### src/rtl/pwm_audio_pkg.sv
// Shared defaults for the PWM audio DAC.
//   SAMPLE_WIDTH  : sample width in bits
//   PWM_PERIOD    : PWM frame length in clocks (2**SAMPLE_WIDTH-1)
//   SILENCE_LEVEL : midscale sample value that produces a ~50% duty
package pwm_audio_pkg;
  localparam int SAMPLE_WIDTH = 12;
  localparam int PWM_PERIOD   = 4095;
  localparam logic [SAMPLE_WIDTH-1:0] SILENCE_LEVEL = 12'd2048;
endpackage

### src/rtl/pwm_frame_counter.sv
// Free-running PWM frame counter: 0,1,..,PERIOD-1 then wraps to 0.
//   clk     : clock, rising edge
//   rst_n   : synchronous active-low reset, forces count to 0
//   count_o : current position within the frame
//   last_o  : high in the final cycle of the frame (capture strobe)
module pwm_frame_counter
  import pwm_audio_pkg::*;
#(
  parameter int WIDTH  = SAMPLE_WIDTH,
  parameter int PERIOD = PWM_PERIOD
) (
  input  logic             clk,
  input  logic             rst_n,
  output logic [WIDTH-1:0] count_o,
  output logic             last_o
);
  localparam logic [WIDTH-1:0] LAST = WIDTH'(PERIOD - 1);

  logic [WIDTH-1:0] count_q, count_d;

  assign last_o  = (count_q == LAST);
  assign count_d = last_o ? '0 : count_q + WIDTH'(1);
  assign count_o = count_q;

  always_ff @(posedge clk) begin
    if (!rst_n) count_q <= '0;
    else        count_q <= count_d;
  end
endmodule

### src/rtl/pwm_audio.sv
// PWM audio DAC. A sample is captured in the last cycle of each frame and
// sets the number of leading high cycles in the following frame.
//   clk    : clock, rising edge
//   rst_n  : synchronous active-low reset (counter, duty and output to 0)
//   sample : unsigned audio sample, may change on any cycle
//   pwm    : PWM bitstream, straight from a flop
module pwm_audio
  import pwm_audio_pkg::*;
#(
  parameter int WIDTH  = SAMPLE_WIDTH,
  parameter int PERIOD = PWM_PERIOD
) (
  input  logic             clk,
  input  logic             rst_n,
  input  logic [WIDTH-1:0] sample,
  output logic             pwm
);
  logic [WIDTH-1:0] count;
  logic             last_cycle;
  logic [WIDTH-1:0] duty_q, duty_d;
  logic             pwm_q, pwm_d;

  pwm_frame_counter #(.WIDTH(WIDTH), .PERIOD(PERIOD)) u_cnt (
    .clk     (clk),
    .rst_n   (rst_n),
    .count_o (count),
    .last_o  (last_cycle)
  );

  assign duty_d = last_cycle ? sample : duty_q;

  // pwm is registered, so compare against the position of the *next* cycle.
  // At the wrap the next position is 0 and the next duty is the sample being
  // captured, so the new value lands on pwm exactly at frame start.
  // Otherwise count <= PERIOD-2, so count+1 cannot overflow WIDTH bits; any
  // duty >= PERIOD keeps pwm high across the whole frame and the boundary.
  always_comb begin
    pwm_d = 1'b0;
    if (last_cycle) pwm_d = (sample != '0);
    else            pwm_d = ((count + WIDTH'(1)) < duty_q);
  end

  always_ff @(posedge clk) begin
    if (!rst_n) begin
      duty_q <= '0;
      pwm_q  <= 1'b0;
    end else begin
      duty_q <= duty_d;
      pwm_q  <= pwm_d;
    end
  end

  assign pwm = pwm_q;
endmodule

### config.mk
export PLATFORM = sky130hd
export DESIGN_NAME = pwm_audio
export DESIGN_NICKNAME = d
export VERILOG_FILES = /design/src/rtl/pwm_audio_pkg.sv /design/src/rtl/pwm_frame_counter.sv /design/src/rtl/pwm_audio.sv
export SDC_FILE = /design/constraint.sdc
export NUM_CORES = 1
export LEC_CHECK = 0
export ABC_CLOCK_PERIOD_IN_PS = 4200
export CAP_MARGIN = 30
export CORE_AREA = 2 2 69 58
export CTS_CLUSTER_DIAMETER = 200
export DETAILED_ROUTE_END_ITERATION = 16
export DIE_AREA = 0 0 71 60
export PLACE_DENSITY = 0.66
export SYNTH_ARGS = -nofsm -noshare
export SYNTH_HDL_FRONTEND = slang
export SYNTH_SLANG_ARGS = --single-unit
export TNS_END_PERCENT = 30
### constraint.sdc
create_clock -name clk -period 4.2 [get_ports clk]
set_input_delay 0.84 -clock clk [delete_from_list [all_inputs] [get_ports clk]]
set_output_delay 0.84 -clock clk [all_outputs]
set_load 0.02 [all_outputs]
==> results by group <==
Status
  – Status: complete, no violations

Timing
  – Clk_skew: 0.00131 ns
  – Final hold violations: 0
  – Crit share post-route: 0.556
  – Final setup fails: 0
  – Final min period: approximately 2.3 ns
  – RSZ-0062 raised after global routing: no
  – Slew HR: 0.571
  – Setup tns final: 0 ns
  – Fmax: 428 MHz
  – Max-slew violations: 0
  – Slew @ Worst Pin: 0.627 ns

Synth
  – Post-synth ARST share: 0
  – Yosys warnings: 0
  – Commonest cells in the netlist: 25 x dfxtp_1, 19 x nor2b_1, 13 x ha_1, 13 x inv_1, 12 x mux2i_1
  – Top post-synthesis cells by area: dfxtp_1 37%, ha_1 12%, mux2i_1 8.8%
  – Synthesized cell area: 0.00136 mm^2
  – Top_reg_cell synth: dfxtp_1
  – Post-synthesis sequential area ratio: 0.369
  – Synth top area share: 0.369
  – Most numerous cell in the Yosys netlist: dfxtp_1
  – Yosys reg bits: 25
  – Per-instance average area after synthesis: 9.63 um^2
  – Biggest area consumer among synthesized cells: dfxtp_1
  – EDFF count, synth: 0
  – Synthesized net count: 168
  – Synth unique cells: 28
  – Post-Synthesis Cells: 141

Worst setup path
  – CP max-delay cell: a2111oi_0
  – Most used cell, CP: nand4_1
  – CP Capture Type: flip-flop
  – Arrival time at the worst endpoint: 2.48 ns
  – Crit-path cells: and4_1 -> nand4_1 -> xnor2_1 -> ha_1 -> nand4_1 -> a2111oi_0 -> o31ai_2
  – Crit Path Class: flip-flop to flip-flop
  – Required @ worst endpoint: approximately 4.3 ns
  – Critical path's largest stage delay: 0.59 ns
  – Critical Path Start Type: flip-flop
  – CP max FO: 7

Placed design
  – Detailed-placement wirelength estimate: 1990 um
  – PortBufs: 14
  – GPL Wtd Cong: 0.871

Die
  – Die height: 60 um
  – Top-level I/O count: 15
  – Starting Density: 0.374
  – Die Footprint: 0.00426 mm^2
  – Core area: between 0.003 and 0.004 mm^2
  – # rows: 20
  – Die X: 71 um

Global routing
  – Gr busiest metal: met2
  – Vias in the first global route: around 990
  – Met2 usage: 0.231
  – Global-route wire length before repair: 4430 um
  – GRT Overall Usage: 0.132
  – M3 GR Usage: 0.0354
  – Initial antenna violation count: 0
  – Largest net degree at the start of global routing: 16
  – Met1 GRT Util: 0.174
  – Total gr overflow: 0

Clock network
  – CTS Hold Bufs: 0
  – Num CTS Buffers: 3
  – Clock latency on the worst-skew pair: 0.26 ns
  – Post-cts resize count: 0
  – Clock Sinks: 25
  – Longest Clk Path Bufs: 2
  – H-tree Lvls: 1
  – CTS tree: done
  – CTS Root Cell: clkbuf_8
  – Clock transition at path regs: 0.08 ns
  – Post-CTS Setup Repair Bufs: 0

Finish
  – Final nets: 181
  – Area Growth Syn to Fin: 14.7%
  – Share of cells above drive strength 1: 0.0392
  – Fin util: 0.429
  – Ant. Diodes: 0

Route
  – Initial DRC count: 39
  – Antenna Nets Post-Route: 0
  – Routed wire per std cell: 12.6 um
  – Via density: 4.82
  – Drt pass-1 iters: 3
  – Vias: 949
  – # DRC: 0
  – Final wirelength: around 2500 um

Power and ir drop
  – Pwr dens: 274 mW/mm^2
  – Peak supply drop: 0.000226 V
  – LEAKAGE: 0.562 nW

Hold path
  – Classification of the worst-slack hold path: flip-flop to flip-flop

Flow run
  – Max-Cap Viols: 0
power breakdown:
part	internal [mW]	switching [mW]
sequential	0.241	0.00290
clock	0.0678	0.0729
combinational	0.0244	0.0181
critical path: cells and delay by family (launching register included):
kind	cells	cell delay, ns
AO/OA/AOI/OAI	2	0.70
AND/OR/NAND/NOR	3	0.63
XOR/XNOR	1	0.17
flip-flops	1	0.40
adder cells (fa/ha/maj)	1	0.30
flip-flops by register name, summed over array words and instances (netlist names):
name           flops
duty_q            12
u_cnt.count_o     12
pwm                1
path summary, 6_finish.rpt:
check                           cells after the start  slack, ns               end        startpoint
worst min-delay path                                1       0.48  u_cnt.count_o[0]  u_cnt.count_o[0]
worst max register to register                      7       1.86               pwm  u_cnt.count_o[2]
worst min register to register                      1       0.48  u_cnt.count_o[0]  u_cnt.count_o[0]
worst max-delay path                                7       1.86               pwm  u_cnt.count_o[2]
cells by family after synthesis:
family / Yosys count / share of synthesized area
and+or+nand+nor: 52 / 0.241
DFF: 25 / 0.369
buffers and inverters: 19 / 0.0664
adders and majority gates: 13 / 0.120
muxes: 12 / 0.0885
AOI/OAI and AO/OA: 10 / 0.0507
xor gates and xnor gates: 10 / 0.0645
metrics by stage:
stage | cells | setup slack [ns] | area, um^2 | hold WS [ns] | power, mW
after CTS | 197 | 1.87 | 1560 | 0.487 | 0.430
after detailed placement | 193 | 1.86 | 1510 | 0.468 | 0.292
final | 197 | 1.86 | 1560 | 0.480 | 0.427
after global placement | 193 | 1.87 | 1510 | 0.453 | 0.291
after global routing | 197 | 1.67 | 1560 | 0.522 | 0.449
after floorplan | 141 | 2.07 | 1360 | 0.434 | 0.269
cells in the final DEF, fill, tap and decap left out, types with 4 or more instances in the layout:
cell type        count
dfxtp_1             25
nor2b_1             19
clkdlybuf4s50_1     14
inv_1               13
ha_1                13
mux2i_1             12
xnor2_1              9
nand4_1              6
nand3_1              5
and2b_1              4
routing by layer:
metal	vias up	routed length, um
met2	10	1140
li1	503	-
met3	0	71
met5	-	0
met1	436	1280
met4	0	0
final cells by class:
type	count	area, um^2
Inverter	13	48.8
Clock buffer	4	45.0
Sequential cell	25	500
Tap cell	44	55.1
Multi-Input combinational cell	97	767
Timing Repair Buffer	14	140
Fill cell	341	2070
Note: power is estimated with default switching activity, not from simulation.
